File: src/rtl/mult_div_if.sv
// mult_div_if: bundles the request, abort, HI/LO write and result signals
// exchanged between the datapath and the multiply/divide unit.
//   master (datapath): drives start/op/a/b/abort/wr_hi/wr_lo/wdat,
//                      observes busy/done/hi/lo
//   slave  (unit)    : the reverse
interface mult_div_if #(
  parameter int WORD_W = 32
) ();
  logic              start;
  logic [1:0]        op;
  logic [WORD_W-1:0] a;
  logic [WORD_W-1:0] b;
  logic              abort;
  logic              wr_hi;
  logic              wr_lo;
  logic [WORD_W-1:0] wdat;
  logic              busy;
  logic              done;
  logic [WORD_W-1:0] hi;
  logic [WORD_W-1:0] lo;

  modport master (
    output start, op, a, b, abort, wr_hi, wr_lo, wdat,
    input  busy, done, hi, lo
  );

  modport slave (
    input  start, op, a, b, abort, wr_hi, wr_lo, wdat,
    output busy, done, hi, lo
  );
endinterface

File: src/rtl/mult_div_unit.sv
// mult_div_unit: iterative multiply/divide unit owning the HI/LO registers.
// MULT/MULTU use shift-add and DIV/DIVU use restoring division. Both work on
// operand magnitudes, one bit per cycle over WORD_W cycles, and a final
// FIX cycle applies the sign correction.
// Ports:
//   CLK  - clock, rising edge
//   nRST - asynchronous active-low reset
//   bus  - mult_div_if.slave:
//          start/op/a/b   request (op: 00 MULT, 01 MULTU, 10 DIV, 11 DIVU)
//          abort          squash the in-flight operation
//          wr_hi/wr_lo/wdat MTHI/MTLO writes, honoured in IDLE and DONE
//          busy/done      status; done is a one-cycle pulse
//          hi/lo          architectural HI/LO registers
module mult_div_unit #(
  parameter int WORD_W = 32,
  parameter int CNT_W  = $clog2(WORD_W) + 1
) (
  input logic       CLK,
  input logic       nRST,
  mult_div_if.slave bus
);

  typedef enum logic [2:0] {S_IDLE, S_PREP, S_ITER, S_FIX, S_DONE} state_t;

  localparam logic [CNT_W-1:0] CNT_INIT = CNT_W'(WORD_W);

  state_t              state_q, state_d;
  logic [1:0]          op_q, op_d;
  logic [WORD_W-1:0]   a_q, a_d;      // original operands, kept for divide-by-zero
  logic [WORD_W-1:0]   b_q, b_d;
  logic [WORD_W-1:0]   opnd_q, opnd_d;  // |a| for multiply, |b| for divide
  logic [2*WORD_W-1:0] acc_q, acc_d;    // product, or dividend/quotient in low half
  logic [WORD_W-1:0]   rem_q, rem_d;
  logic [CNT_W-1:0]    cnt_q, cnt_d;
  logic                qneg_q, qneg_d;  // negate product/quotient
  logic                rneg_q, rneg_d;  // negate remainder
  logic [WORD_W-1:0]   hi_q, hi_d;
  logic [WORD_W-1:0]   lo_q, lo_d;

  logic [WORD_W-1:0] mag_a, mag_b;
  logic [WORD_W:0]   sum, addend, shifted, diff;
  logic              is_signed;

  function automatic logic [WORD_W-1:0] mag(input logic signed [WORD_W-1:0] v);
    return v[WORD_W-1] ? -v : v;
  endfunction

  function automatic logic [WORD_W-1:0] neg_w(input logic [WORD_W-1:0] v);
    return ~v + 1'b1;
  endfunction

  function automatic logic [2*WORD_W-1:0] neg_acc(input logic [2*WORD_W-1:0] v);
    return ~v + 1'b1;
  endfunction

  always_comb begin
    state_d = state_q;
    op_d    = op_q;
    a_d     = a_q;
    b_d     = b_q;
    opnd_d  = opnd_q;
    acc_d   = acc_q;
    rem_d   = rem_q;
    cnt_d   = cnt_q;
    qneg_d  = qneg_q;
    rneg_d  = rneg_q;
    hi_d    = hi_q;
    lo_d    = lo_q;

    is_signed = ~op_q[0];
    mag_a     = is_signed ? mag(a_q) : a_q;
    mag_b     = is_signed ? mag(b_q) : b_q;
    addend    = acc_q[0] ? {1'b0, opnd_q} : {(WORD_W+1){1'b0}};
    sum       = {1'b0, acc_q[2*WORD_W-1:WORD_W]} + addend;
    shifted   = {rem_q, acc_q[WORD_W-1]};
    // Borrow out of the W+1 bit trial subtraction means divisor did not fit.
    diff      = shifted - {1'b0, opnd_q};

    unique case (state_q)
      S_IDLE: begin
        if (bus.wr_hi) hi_d = bus.wdat;
        if (bus.wr_lo) lo_d = bus.wdat;
        if (bus.start) begin
          op_d    = bus.op;
          a_d     = bus.a;
          b_d     = bus.b;
          state_d = S_PREP;
        end
      end
      S_PREP: begin
        if (bus.abort) begin
          state_d = S_IDLE;
        end else begin
          qneg_d = is_signed & (a_q[WORD_W-1] ^ b_q[WORD_W-1]);
          rneg_d = is_signed & a_q[WORD_W-1];
          if (op_q[1]) begin
            opnd_d = mag_b;
            acc_d  = {{WORD_W{1'b0}}, mag_a};
          end else begin
            opnd_d = mag_a;
            acc_d  = {{WORD_W{1'b0}}, mag_b};
          end
          rem_d   = '0;
          cnt_d   = CNT_INIT;
          state_d = S_ITER;
        end
      end
      S_ITER: begin
        if (bus.abort) begin
          state_d = S_IDLE;
        end else begin
          if (op_q[1]) begin
            rem_d = diff[WORD_W] ? shifted[WORD_W-1:0] : diff[WORD_W-1:0];
            acc_d = {acc_q[2*WORD_W-1:WORD_W], acc_q[WORD_W-2:0], ~diff[WORD_W]};
          end else begin
            acc_d = {sum, acc_q[WORD_W-1:1]};
          end
          cnt_d = cnt_q - 1'b1;
          if (cnt_q == 1) state_d = S_FIX;
        end
      end
      S_FIX: begin
        if (bus.abort) begin
          state_d = S_IDLE;
        end else begin
          if (op_q[1]) begin
            if (b_q == '0) begin
              hi_d = a_q;
              lo_d = '1;
            end else begin
              hi_d = rneg_q ? neg_w(rem_q) : rem_q;
              lo_d = qneg_q ? neg_w(acc_q[WORD_W-1:0]) : acc_q[WORD_W-1:0];
            end
          end else begin
            {hi_d, lo_d} = qneg_q ? neg_acc(acc_q) : acc_q;
          end
          state_d = S_DONE;
        end
      end
      S_DONE: begin
        // A write here lands after the FIX result and therefore wins.
        if (bus.wr_hi) hi_d = bus.wdat;
        if (bus.wr_lo) lo_d = bus.wdat;
        state_d = S_IDLE;
      end
      default: state_d = S_IDLE;
    endcase
  end

  always_ff @(posedge CLK or negedge nRST) begin
    if (!nRST) begin
      state_q <= S_IDLE;
      op_q    <= '0;
      a_q     <= '0;
      b_q     <= '0;
      opnd_q  <= '0;
      acc_q   <= '0;
      rem_q   <= '0;
      cnt_q   <= '0;
      qneg_q  <= 1'b0;
      rneg_q  <= 1'b0;
      hi_q    <= '0;
      lo_q    <= '0;
    end else begin
      state_q <= state_d;
      op_q    <= op_d;
      a_q     <= a_d;
      b_q     <= b_d;
      opnd_q  <= opnd_d;
      acc_q   <= acc_d;
      rem_q   <= rem_d;
      cnt_q   <= cnt_d;
      qneg_q  <= qneg_d;
      rneg_q  <= rneg_d;
      hi_q    <= hi_d;
      lo_q    <= lo_d;
    end
  end

  assign bus.busy = (state_q == S_PREP) || (state_q == S_ITER) || (state_q == S_FIX);
  assign bus.done = (state_q == S_DONE);
  assign bus.hi   = hi_q;
  assign bus.lo   = lo_q;

endmodule

File: src/flat_wrapper.sv
// flat-port wrapper written by rule: the top's interface ports become plain ports
module mult_div_unit_flat 
#(
  parameter int WORD_W = 32,
  parameter int CNT_W  = $clog2(WORD_W) + 1
)
  (CLK, nRST, bus_start, bus_op, bus_a, bus_b, bus_abort, bus_wr_hi, bus_wr_lo, bus_wdat, bus_busy, bus_done, bus_hi, bus_lo);
  mult_div_if #(.WORD_W(WORD_W)) bus_i ();
  input logic CLK;
  input logic nRST;
  input wire logic [$bits(bus_i.start)-1:0] bus_start;
  input wire logic [$bits(bus_i.op)-1:0] bus_op;
  input wire logic [$bits(bus_i.a)-1:0] bus_a;
  input wire logic [$bits(bus_i.b)-1:0] bus_b;
  input wire logic [$bits(bus_i.abort)-1:0] bus_abort;
  input wire logic [$bits(bus_i.wr_hi)-1:0] bus_wr_hi;
  input wire logic [$bits(bus_i.wr_lo)-1:0] bus_wr_lo;
  input wire logic [$bits(bus_i.wdat)-1:0] bus_wdat;
  output wire logic [$bits(bus_i.busy)-1:0] bus_busy;
  output wire logic [$bits(bus_i.done)-1:0] bus_done;
  output wire logic [$bits(bus_i.hi)-1:0] bus_hi;
  output wire logic [$bits(bus_i.lo)-1:0] bus_lo;
  assign bus_i.start = bus_start;
  assign bus_i.op = bus_op;
  assign bus_i.a = bus_a;
  assign bus_i.b = bus_b;
  assign bus_i.abort = bus_abort;
  assign bus_i.wr_hi = bus_wr_hi;
  assign bus_i.wr_lo = bus_wr_lo;
  assign bus_i.wdat = bus_wdat;
  assign bus_busy = bus_i.busy;
  assign bus_done = bus_i.done;
  assign bus_hi = bus_i.hi;
  assign bus_lo = bus_i.lo;
  mult_div_unit #(.WORD_W(WORD_W), .CNT_W(CNT_W)) u_core (.CLK(CLK), .nRST(nRST), .bus(bus_i));
endmodule
File: config.mk
export PLATFORM = sky130hd
export DESIGN_NAME = mult_div_unit_flat
export DESIGN_NICKNAME = d
export VERILOG_FILES = /design/src/rtl/mult_div_if.sv /design/src/rtl/mult_div_unit.sv /design/src/flat_wrapper.sv
export SDC_FILE = /design/constraint.sdc
export NUM_CORES = 1
export LEC_CHECK = 0
export CORE_MARGIN = 1
export CORE_UTILIZATION = 40
export CTS_CLUSTER_DIAMETER = 40
export DETAILED_ROUTE_END_ITERATION = 8
export PLACE_DENSITY = 0.63
export SYNTH_ARGS = -nofsm -noshare
export SYNTH_HDL_FRONTEND = slang
export SYNTH_SLANG_ARGS = --single-unit
File: constraint.sdc
create_clock -name CLK -period 4.1 [get_ports CLK]
set_input_delay 0.82 -clock CLK [delete_from_list [all_inputs] [get_ports CLK]]
set_output_delay 0.82 -clock CLK [all_outputs]
set_load 0.01 [all_outputs]
-- Word-level counts from Yosys, hierarchy flattened
Index checks and enable logic that the tools add are counted.
- flip-flop bits (word level): 269
- bits in latches: 0
- memory bits (writable): 0
- memory bits (read-only): 0
- bits of input ports: 104
- output and inout bits: 66
- memories: 0
- add/sub/neg operators: 8
- multipliers: 0
- divide/modulo/power cells: 0
- $lt $le $gt $ge: 0
- eq/ne operators: 14
- shifts and indexed selects: 0
- mux-type cells: 38
- bitwise gates (word level): 9
- reductions and logical operators: 15
- operators by type and width (kind ; count):
    two-way mux 32 bit ; 21
    two-way mux 64 bit ; 4
    one-hot mux 32 bit (2 select lines) ; 3
    one-hot mux 64 bit (2 select lines) ; 1
    adder 32 x 1 -> 32 bit (second input constant) ; 2
    adder 64 x 1 -> 64 bit (second input constant) ; 1
    negator 32 bit ; 2
    NOT 32 bit ; 2
    NOT 64 bit ; 1
    adder 32 x 33 -> 33 bit ; 1
    subtractor 33 x 32 -> 33 bit ; 1
    zero test 32 bit ; 1
    two-way mux 3 bit ; 4
    two-way mux 6 bit ; 2
    one-hot mux 3 bit (4 select lines) ; 1
    one-hot mux 6 bit (2 select lines) ; 1
    != test 2 bit (second input constant) ; 5
    AND reduction 3 bit ; 3
    AND reduction 4 bit ; 2
    equality test 3 x 2 -> 1 bit (second input constant) ; 2
    equality test 6 x 1 -> 1 bit (second input constant) ; 1
    != test 2 x 1 -> 1 bit (second input constant) ; 3
    AND reduction 2 bit ; 3
    subtractor 6 x 1 -> 6 bit (second input constant) ; 1
    other kinds (11) ; 16

-- Logic depth before layout (Yosys ltp)
Gate-level depths: netlist of run 1.
- depth after elaboration: 7
- depth in mapped cells: 14
- mapped depth without buffers: 13

-- Least setup slack after synthesis of run 1
Ideal clock, no wire load.
- kind: reg-to-reg
- start point: register u_core.acc_q[31]
- end point: register u_core.rem_q[21]
- library setup time: 0.126 ns
- data arrival time: 3.042 ns
- required time: 3.974 ns
- path slack: 0.932 ns
- stages on the path, launching flop included: 15
- buffers on the path: 2
- period minus slack after synthesis: 3.168 ns
- cell sequence: dfrtp_1 > inv_1 > ha_1 > fa_1 > nor2b_1 > o31ai_1 > a21oi_1 > a211o_1 > a21oi_1 > o211ai_1 > a21o_1 > clkbuf_1 > clkbuf_1 > a21oi_1 > a221o_1
- cells in the longest elaborated chain, start to end: 5
- ends and longest elaborated chain (item ; line ; text):
    from (decl) ; mult_div_unit.sv:32 ; logic [2*WORD_W-1:0] acc_q, acc_d;
    from (signal assigned) ; mult_div_unit.sv:157 ; acc_q <= '0;
    from (signal assigned) ; mult_div_unit.sv:170 ; acc_q <= acc_d;
    subtractor 33 x 32 -> 33 bit ; mult_div_unit.sv:77 ; diff = shifted - {1'b0, opnd_q};
    two-way mux 32 bit ; mult_div_unit.sv:113 ; rem_d = diff[WORD_W] ? shifted[WORD_W-1:0] : diff[WORD_W-1:0];
    two-way mux 32 bit ; mult_div_unit.sv:112 ; if (op_q[1]) begin
    two-way mux 32 bit ; mult_div_unit.sv:109 ; if (bus.abort) begin
    one-hot mux 32 bit (2 select lines) ; mult_div_unit.sv:79 ; unique case (state_q)
    to (signal assigned) ; mult_div_unit.sv:171 ; rem_q <= rem_d;
    to (decl) ; mult_div_unit.sv:33 ; logic [WORD_W-1:0] rem_q, rem_d;
Every way passes these cells. The select of a mux whose other input is x is not followed.
A chain may end at the register's enable or synchronous reset.

-- Worst setup path in the final report of run 1
- start point: register u_core.b_q[0]
- end point: register u_core.hi_q[13], in the netlist u_core.bus.hi[13]
- cells in the longest elaborated chain, start to end: 5
- ends and longest elaborated chain (item ; line ; text):
    from (decl) ; mult_div_unit.sv:30 ; logic [WORD_W-1:0] b_q, b_d;
    from (signal assigned) ; mult_div_unit.sv:155 ; b_q <= '0;
    from (signal assigned) ; mult_div_unit.sv:168 ; b_q <= b_d;
    zero test 32 bit ; mult_div_unit.sv:127 ; if (b_q == '0) begin
    two-way mux 32 bit ; mult_div_unit.sv:127 ;
    two-way mux 32 bit ; mult_div_unit.sv:126 ; if (op_q[1]) begin
    two-way mux 32 bit ; mult_div_unit.sv:123 ; if (bus.abort) begin
    one-hot mux 32 bit (2 select lines) ; mult_div_unit.sv:79 ;
    to (signal assigned) ; mult_div_unit.sv:175 ; hi_q <= hi_d;
    to (decl) ; mult_div_unit.sv:37 ; logic [WORD_W-1:0] hi_q, hi_d;
Every way passes these cells. The select of a mux whose other input is x is not followed.

==> results of run 1 <==
-- cells in the final DEF (no fill, tap or decap), types with 23 or more instances in the layout --
master,count
buf_4,41
o31ai_1,44
nand2_1,276
inv_1,65
mux2_2,60
clkdlybuf4s50_1,168
xor2_1,94
a21oi_1,192
nor3_1,52
or4_1,29
o41ai_1,23
clkbuf_16,51
ha_1,70
o22ai_1,42
dfrtp_1,267
o211ai_1,26
nand4_1,26
a21o_1,29
or3_1,32
xnor2_1,107
nand3_1,25
nor2_1,254
o21ai_0,211
-- metal layers --
metal	routed length (um)	GRT usage	vias up
met3	5300	0.0462	134
met2	31000	0.440	794
li1	-	-	8690
met1	31600	0.405	9049
met5	0	0	-
met4	2910	0.118	0
-- cell type report --
type / count / area (um2)
Clock inverter: 35 / 375
Inverter: 67 / 251
Fill cell: 4383 / 23700
Clock buffer: 58 / 1360
Sequential cell: 269 / 6740
Multi-Input combinational cell: 1856 / 11700
Tap cell: 607 / 759
Timing Repair Buffer: 214 / 2080
-- worst reg2reg max path: stages, from the launching register on --
cell and delay, ns:
dfrtp_1 0.40, inv_1 0.15, ha_1 0.22, or4b_1 0.54, nor4_4 0.36, nand3_2 0.25
or4_1 0.52, buf_4 0.26, o21ai_0 0.20, o21ai_0 0.28, a21oi_1 0.21, o21ai_1 0.09
a21oi_1 0.14
-- registers in the layout, indices dropped and copies added, names as in the netlist --
register,flops
u_core.rneg_q,1
u_core.qneg_q,1
u_core.acc_q,64
u_core.op_q,2
u_core.bus.lo,32
u_core.a_q,32
u_core.opnd_q,32
u_core.rem_q,32
u_core.b_q,32
u_core.bus.hi,32
u_core.state_q,3
u_core.cnt_q,6
-- worst min-delay path by stage --
stage	startpoint	slack [ns]	endpoint
6_report	nRST	0.24	u_core.b_q[13]$_DFFE_PN0P_
5_1_grt	nRST	0.29	u_core.b_q[13]$_DFFE_PN0P_
4_1_cts	nRST	0.27	u_core.b_q[13]$_DFFE_PN0P_
3_5_place_dp	u_core.opnd_q[29]$_DFFE_PN0P_	0.47	u_core.opnd_q[29]$_DFFE_PN0P_
3_3_place_gp	u_core.opnd_q[17]$_DFFE_PN0P_	0.47	u_core.opnd_q[17]$_DFFE_PN0P_
2_1_floorplan	u_core.opnd_q[10]$_DFFE_PN0P_	0.45	u_core.opnd_q[10]$_DFFE_PN0P_
-- cells in the mapped netlist, types with 33 or more instances --
| cell type | instances |
|---|---|
| a21oi_1 | 194 |
| clkbuf_1 | 122 |
| dfrtp_1 | 269 |
| ha_1 | 70 |
| inv_1 | 65 |
| mux2_2 | 60 |
| nand2_1 | 276 |
| nor2_1 | 256 |
| nor3_1 | 52 |
| o21ai_0 | 211 |
| o22ai_1 | 42 |
| o31ai_1 | 44 |
| or3_1 | 33 |
| xnor2_1 | 107 |
| xor2_1 | 94 |
-- metrics by stage --
stage	cells	power [W]	instance area, um2	setup slack, ns	hold slack, ns
after global placement	3013	0.0170	21500	0.519	0.466
after floorplan	2336	0.0128	19200	0.932	0.450
final	3106	0.0217	23200	0.378	0.242
after CTS	3106	0.0215	23200	0.424	0.267
after global routing	3106	0.0230	23200	0.121	0.293
after detailed placement	3013	0.0172	21500	0.491	0.472
-- power by group through the flow --
stage	sequential [W]	combinational, W	clock, W
after floorplan	0.00494	0.00790	0
after detailed placement	0.00573	0.0115	0
final	0.00578	0.0117	0.00419
after global routing	0.00591	0.0127	0.00437
after global placement	0.00568	0.0113	0
after CTS	0.00570	0.0115	0.00424
-- logic make-up after synthesis --
family,share of synthesized area
AO/OA/AOI/OAI,0.234
XOR/XNOR,0.0917
adder cells (fa/ha/maj),0.0477
buffers and inverters,0.0424
flip-flops,0.351
multiplexers,0.0373
AND/OR/NAND/NOR,0.196
==> impl_summary.md, run 1 <==
Logic synthesis
Counting flops with a built-in enable in the synthesized netlist gives 0. The net count after synthesis is 2512. The netlist uses 82 different library cells. In the synthesized netlist the async set-or-reset flop fraction comes to 1.00. The cell area after technology mapping is about 19000 um2. The synthesized instance count is between 2000 and 2500. Sorting the synthesized cells by area gives the leading types as dfrtp_1 35%, o21ai_0 5.5%, nand2_1 5.4%. For this run, the register share of the synthesized area comes to 0.351.

The largest total area in the synthesized netlist belongs to dfrtp_1. The average cell area after synthesis is roughly 8.2 um2. The most used flip-flop cell after synthesis is dfrtp_1. The top-area cell type share of the netlist area is 0.351. The flip-flop and latch count after synthesis is roughly 270.

For this run, the number of Yosys warnings is 0.

Placement
During placement, the flow inserted port buffers numbering around 170. Routability-driven placement finished with a final weighted congestion of 0.969. The placed wire-length estimate after detailed placement is ~55000 um.

Pwr
IR analysis of the VDD net gives a maximum drop of just under 0.4 mV. Dividing total power by cell area gives a power density of 933 nW/um2. The combinational fraction of design power is 0.540.

The part of the power in registers is 0.267. The net switching share of the total power is 0.495. The internal portion of the total power is about 0.011 W.

Summed over all cells, the static leakage comes to just under 10 nW. The portion of total power attributed to the clock network is 0.193. Summed over all nets, the switching power comes to between 0.01 and 0.015 W.

Detailed routing
Across all layers, the routed design uses about 19000 vias. After detailed routing, the number of remaining DRC violations is 0. The first TritonRoute pass finished after 6 iterations.

Using the TritonRoute via totals, the vias-per-cell ratio works out to roughly 6.0. The number of violations reported at the end of detailed-routing iteration 0 is 1810. For this block, the routed nets add up to 70900 um of wire. In this run the remaining antenna-violating nets after routing total 0.

The average wire per cell in the routed design is 22.8 um.

CTS
The clock tree from TritonCTS is done. After clock tree synthesis, the repair step resized 0 gates. The post-CTS setup buffer count is 0. The CTS H-tree depth is 2.

After clock tree synthesis, the clock-pin slew on the worst setup and hold paths is approximately 0.06 ns. The later pin in the worst-skew pair is clocked with a latency of 0.62 ns. Buffers inserted to repair hold after CTS numbered 0. The maximum clock insertion buffer count is 3. The total number of clock tree sinks is around 270. Clock tree synthesis selected as its root buffer the cell clkbuf_16. The number of clock buffers added by TritonCTS is 50.

Worst setup path
The critical path class is reg -> reg. The master of the slowest instance on the critical path is or4b_1. The startpoint identified for the worst register-to-register timing path is u_core.b_q[0]$_DFFE_PN0P_. The critical path endpoint category is a register. The delay of the slowest cell on the worst path is roughly 0.54 ns. Counting both buffers and inverters, the worst setup path holds a total of 2.

The capture instance of the worst register-to-register path is u_core.bus.hi[13]$_DFFE_PN0P_. The worst path arrival time is 4.25 ns. The setup slack on the worst flop-to-flop path is 0.38 ns. The last element of the critical path is u_core.bus.hi[13]$_DFFE_PN0P_.

The critical path data required time is 4.62 ns. The critical path depth in cells is 12. The worst setup path is launched from a register. The critical path starts at u_core.b_q[0]$_DFFE_PN0P_. The signal on the critical path passes through inv_1 -> ha_1 -> or4b_1 -> nor4_4 -> nand3_2 -> or4_1 -> buf_4 -> o21ai_0 -> o21ai_0 -> a21oi_1 -> o21ai_1 -> a21oi_1. The family with the most delay on the worst path is simple AND/OR/NAND/NOR gates.

Of all nets on the critical path, the largest fanout is 37. Measured in cells, the most critical reg-to-reg path has a length of 12.

Die
The die footprint is 48900 um2. After floorplanning, the core was divided into 79 placement rows. The die is 221 um tall. In this run the standard cell core region covers 47000 um2.

The count of boundary I/O pins is 170. The die span in x is 221 um. For this configuration, the core starts out at a cell density of 0.409.

Run status
The flow ran to the end, and the final reports show no timing, DRC or antenna violations.

Timing
The clock skew after layout is 0.0347 ns. The final period demand of the worst path is between 3 and 4 ns. The max-slew violation count was 0. The final number of hold-violating endpoints is 0. The worst pin sits at a relative slew slack of 0.151.

The actual slew at the worst max-slew pin is about 1.3 ns. Setup repair after global routing left no endpoint under its margin. The sum of negative setup slack is 0 ns. The final setup violation count is 0. Derived from the worst setup path, the maximum achievable clock frequency is between 0.2 and 0.3 GHz. In the finished design, the share of the clock period the worst path needs comes to 0.908.

Layout
The net count of the finished layout is 2634. The repair_antennas step left the layout with diodes totalling 0. The end-of-flow core utilization is 0.495. The share of final-layout standard cells stronger than drive strength 1 is 0.0968.

The layout overhead on the synthesized area is 21.1%.

Global routing
Across every metal layer, demand over resource in global routing totals 0.288. The via count of the first global-routing pass came to between 15000 and 20000. Entering global routing, the biggest net connects 95 pins. After global routing the overflow that remains totals 0.

The global-route wire length before repair is 109000 um. The number of antenna violations at the first check in global routing was 0.

Min path
The worst min-delay path category is in -> async.

Flow run
Across the run, the number of max-cap violations was 0.
Power figures use the tool's default switching activity.
==> run 2: changes to the inputs <==
CORE_UTILIZATION = 49   (was 40)
PLACE_DENSITY = 0.74   (was 0.63)
==> impl_summary.md, run 2 (synthesis gave the netlist of run 1 again) <==
Run status
The flow ran to the end, and the final reports show no timing, DRC or antenna violations.

Placement
The number of placed instances, taps included, is 2919. Buffers placed on the I/O ports in this run total between 150 and 200. The worst-case setup slack after placement is between 0.5 and 0.6 ns.

At the end of routability-driven placement, the weighted congestion stood at 0.984. The placed wire-length estimate after detailed placement is about 51000 um.

Die
The floorplan step defined a die boundary enclosing approximately 40000 um2. The region available for standard cell placement spans between 30000 and 40000 um2. The die span in x is 200 um.

The count of boundary I/O pins is between 150 and 200. The effective utilization at floorplan is 0.497. The chip height is ~200 um. The initialized floorplan defines 72 standard-cell rows.

Timing
The final number of hold-violating endpoints was 0. The clock skew after layout is roughly 0.033 ns. Setup repair after global routing left no endpoint under its margin.

Setup violations remaining at the end of the flow were counted as 0. The highest achievable clock rate is 0.264 GHz. The final period demand of the worst path is 3.78 ns. The final worst setup slack is approximately 0.32 ns.

Headroom to the max-slew limit came out at 0.308. The sum of negative setup slack is 0 ns. At the pin with the least slew margin, the transition time is 1.04 ns. The max-slew violation count is 0. The final worst-path cycle share is 0.922.

Layout
The layout overhead on the synthesized area is 20.5%. The flip-flop count of the largest register, all copies and words added is 64. The register bank with the most flops is u_core.acc_q.

Once layout is complete, the cells apart from fillers number 3013. Summing all multi-input logic gate instances after layout gives 11700 um2. Once layout is complete, the utilization of the core stands at 0.599. The layout net count is about 2600. In the final layout, flip-flops and latches occupy approximately 6700 um2.

The share of final-layout standard cells stronger than drive strength 1 is 0.0950. In the layout the commonest cells are 276 x nand2_1, 267 x dfrtp_1, 254 x nor2_1. 0 antenna diodes ended up in the layout. The number of inserted filler cells in the final layout is between 3000 and 4000.

Leaving out fill and tap cells, the most frequent cell in the layout is nand2_1.

CTS
For the worst-skew pair, the clock arrives at the later sink with an insertion delay of approximately 0.60 ns. The CTS H-tree depth is 2. The maximum clock insertion buffer count is 3. The clock root buffer is clkbuf_16. In this run, post-CTS hold repair placed 0 buffers. The clock transition at the registers of the reported paths is approximately 0.060 ns. Gates resized during post-CTS repair numbered 0. CTS saw between 200 and 300 sinks.

Clock tree synthesis inserted a total of 50 buffers. TritonCTS built the clock tree. The post-CTS setup buffer count is 0.

Detailed routing
The top metal layer carrying routed signals is met4. After detailed routing, the wire length on met1 is 28500 um. The average wire per cell in the routed design is 22.4 um. The number of vias after detailed routing is roughly 19000. Summed over all layers, the routed wires come to just under 70000 um. After detailed routing, the met3 layer carries about 6300 um of wire. The count of nets left with antenna violations once routing finished came out at 0. The detailed router finished its first iteration with between 2000 and 2500 violations.

Detailed routing placed a total of roughly 29000 um of wire on met2. After detailed routing, the number of remaining DRC violations is 0. For this run, the detailed router's first-pass iteration total came to 6. Using the TritonRoute via totals, the vias-per-cell ratio works out to 6.28.

Global routing
Summed over all layers, the global routing overflow is 0. The global-route wire length before repair is 103000 um. The via count of the first global-routing pass was 17700. The number of antenna violations at the first check in global routing is 0. For this run, the total global-route usage over all layers was measured as 0.341.

The largest net degree at the start of global routing is 109.

Pwr
The largest voltage drop on the vdd net is ~0.4 mV. For this design the static power due to leakage is around 10 nW. Power spread over the standard cell area amounts to roughly 940 nW/um2.

After layout, the design draws a total of approximately 0.022 W.

Min path
The worst min-delay path category is in -> async.

Worst setup path
STA classifies the critical path startpoint as a register. The worst path arrival time is 4.29 ns. The critical path class is reg -> reg. Along the worst path, the maximum fanout reaches 37. For the worst setup path, the data required time is 4.61 ns. STA classifies the critical path endpoint as a register.

Flow run
The tool flagged a number of max-cap violations equal to 0.
## run 2: cell count changes in the layout (fill, tap and decap cells not counted), sizes merged
cell and change:
buf -5, inv -5, clkinvlp +4, clkbuf -2, bufinv +7, clkinv -3
## run 2: cell type report
type,count,share of cell area
Multi-Input combinational cell,1856,0.505
Sequential cell,269,0.291
Timing Repair Buffer,209,0.0874
Clock buffer,56,0.0572
Tap cell,518,0.0280
Clock inverter,38,0.0204
Inverter,67,0.0109
## run 2: per-stage QoR
stage / hold WS, ns / cell area [um2]
2_1_floorplan: 0.450 / 19200
3_3_place_gp: 0.464 / 21300
3_5_place_dp: 0.471 / 21300
4_1_cts: 0.337 / 23100
5_1_grt: 0.372 / 23100
6_report: 0.302 / 23100
## run 2: power by group
part           switching [W]  internal (W)  total, W
clock network        0.00155       0.00286   0.00440
registers            0.00199       0.00382   0.00581
logic                0.00693       0.00457    0.0115
total                 0.0105        0.0112    0.0217
## run 2: path summary, 6_finish.rpt
| check | slack (ns) | from | to | depth (start not counted) |
|---|---|---|---|---|
| max | 0.32 | u_core.b_q[0]$_DFFE_PN0P_ | u_core.bus.hi[13]$_DFFE_PN0P_ | 12 |
| min | 0.30 | nRST | u_core.acc_q[57]$_DFFE_PN0P_ | 1 |
| max reg2reg | 0.32 | u_core.b_q[0]$_DFFE_PN0P_ | u_core.bus.hi[13]$_DFFE_PN0P_ | 12 |
| min reg2reg | 0.48 | u_core.opnd_q[15]$_DFFE_PN0P_ | u_core.opnd_q[15]$_DFFE_PN0P_ | 2 |
| max in group asynchronous | 2.87 | nRST | u_core.rem_q[18]$_DFFE_PN0P_ | 2 |
| min in group CLK | 0.48 | u_core.opnd_q[15]$_DFFE_PN0P_ | u_core.opnd_q[15]$_DFFE_PN0P_ | 2 |
## run 2: critical path, stage by stage, from the launching register on
cell,delay (ns)
dfrtp_1,0.39
inv_1,0.13
ha_1,0.21
or4b_1,0.53
nor4_4,0.36
nand3_2,0.25
or4_1,0.51
buf_4,0.27
o21ai_0,0.20
o21ai_0,0.31
a21oi_1,0.24
o21ai_1,0.11
a21oi_1,0.16
## run 2: routing by layer
metal / vias to the layer above / global-route usage
met2: 976 / 0.512
met1: 9111 / 0.469
met5: - / 0
met3: 173 / 0.0647
li1: 8656 / -
met4: 0 / 0.171
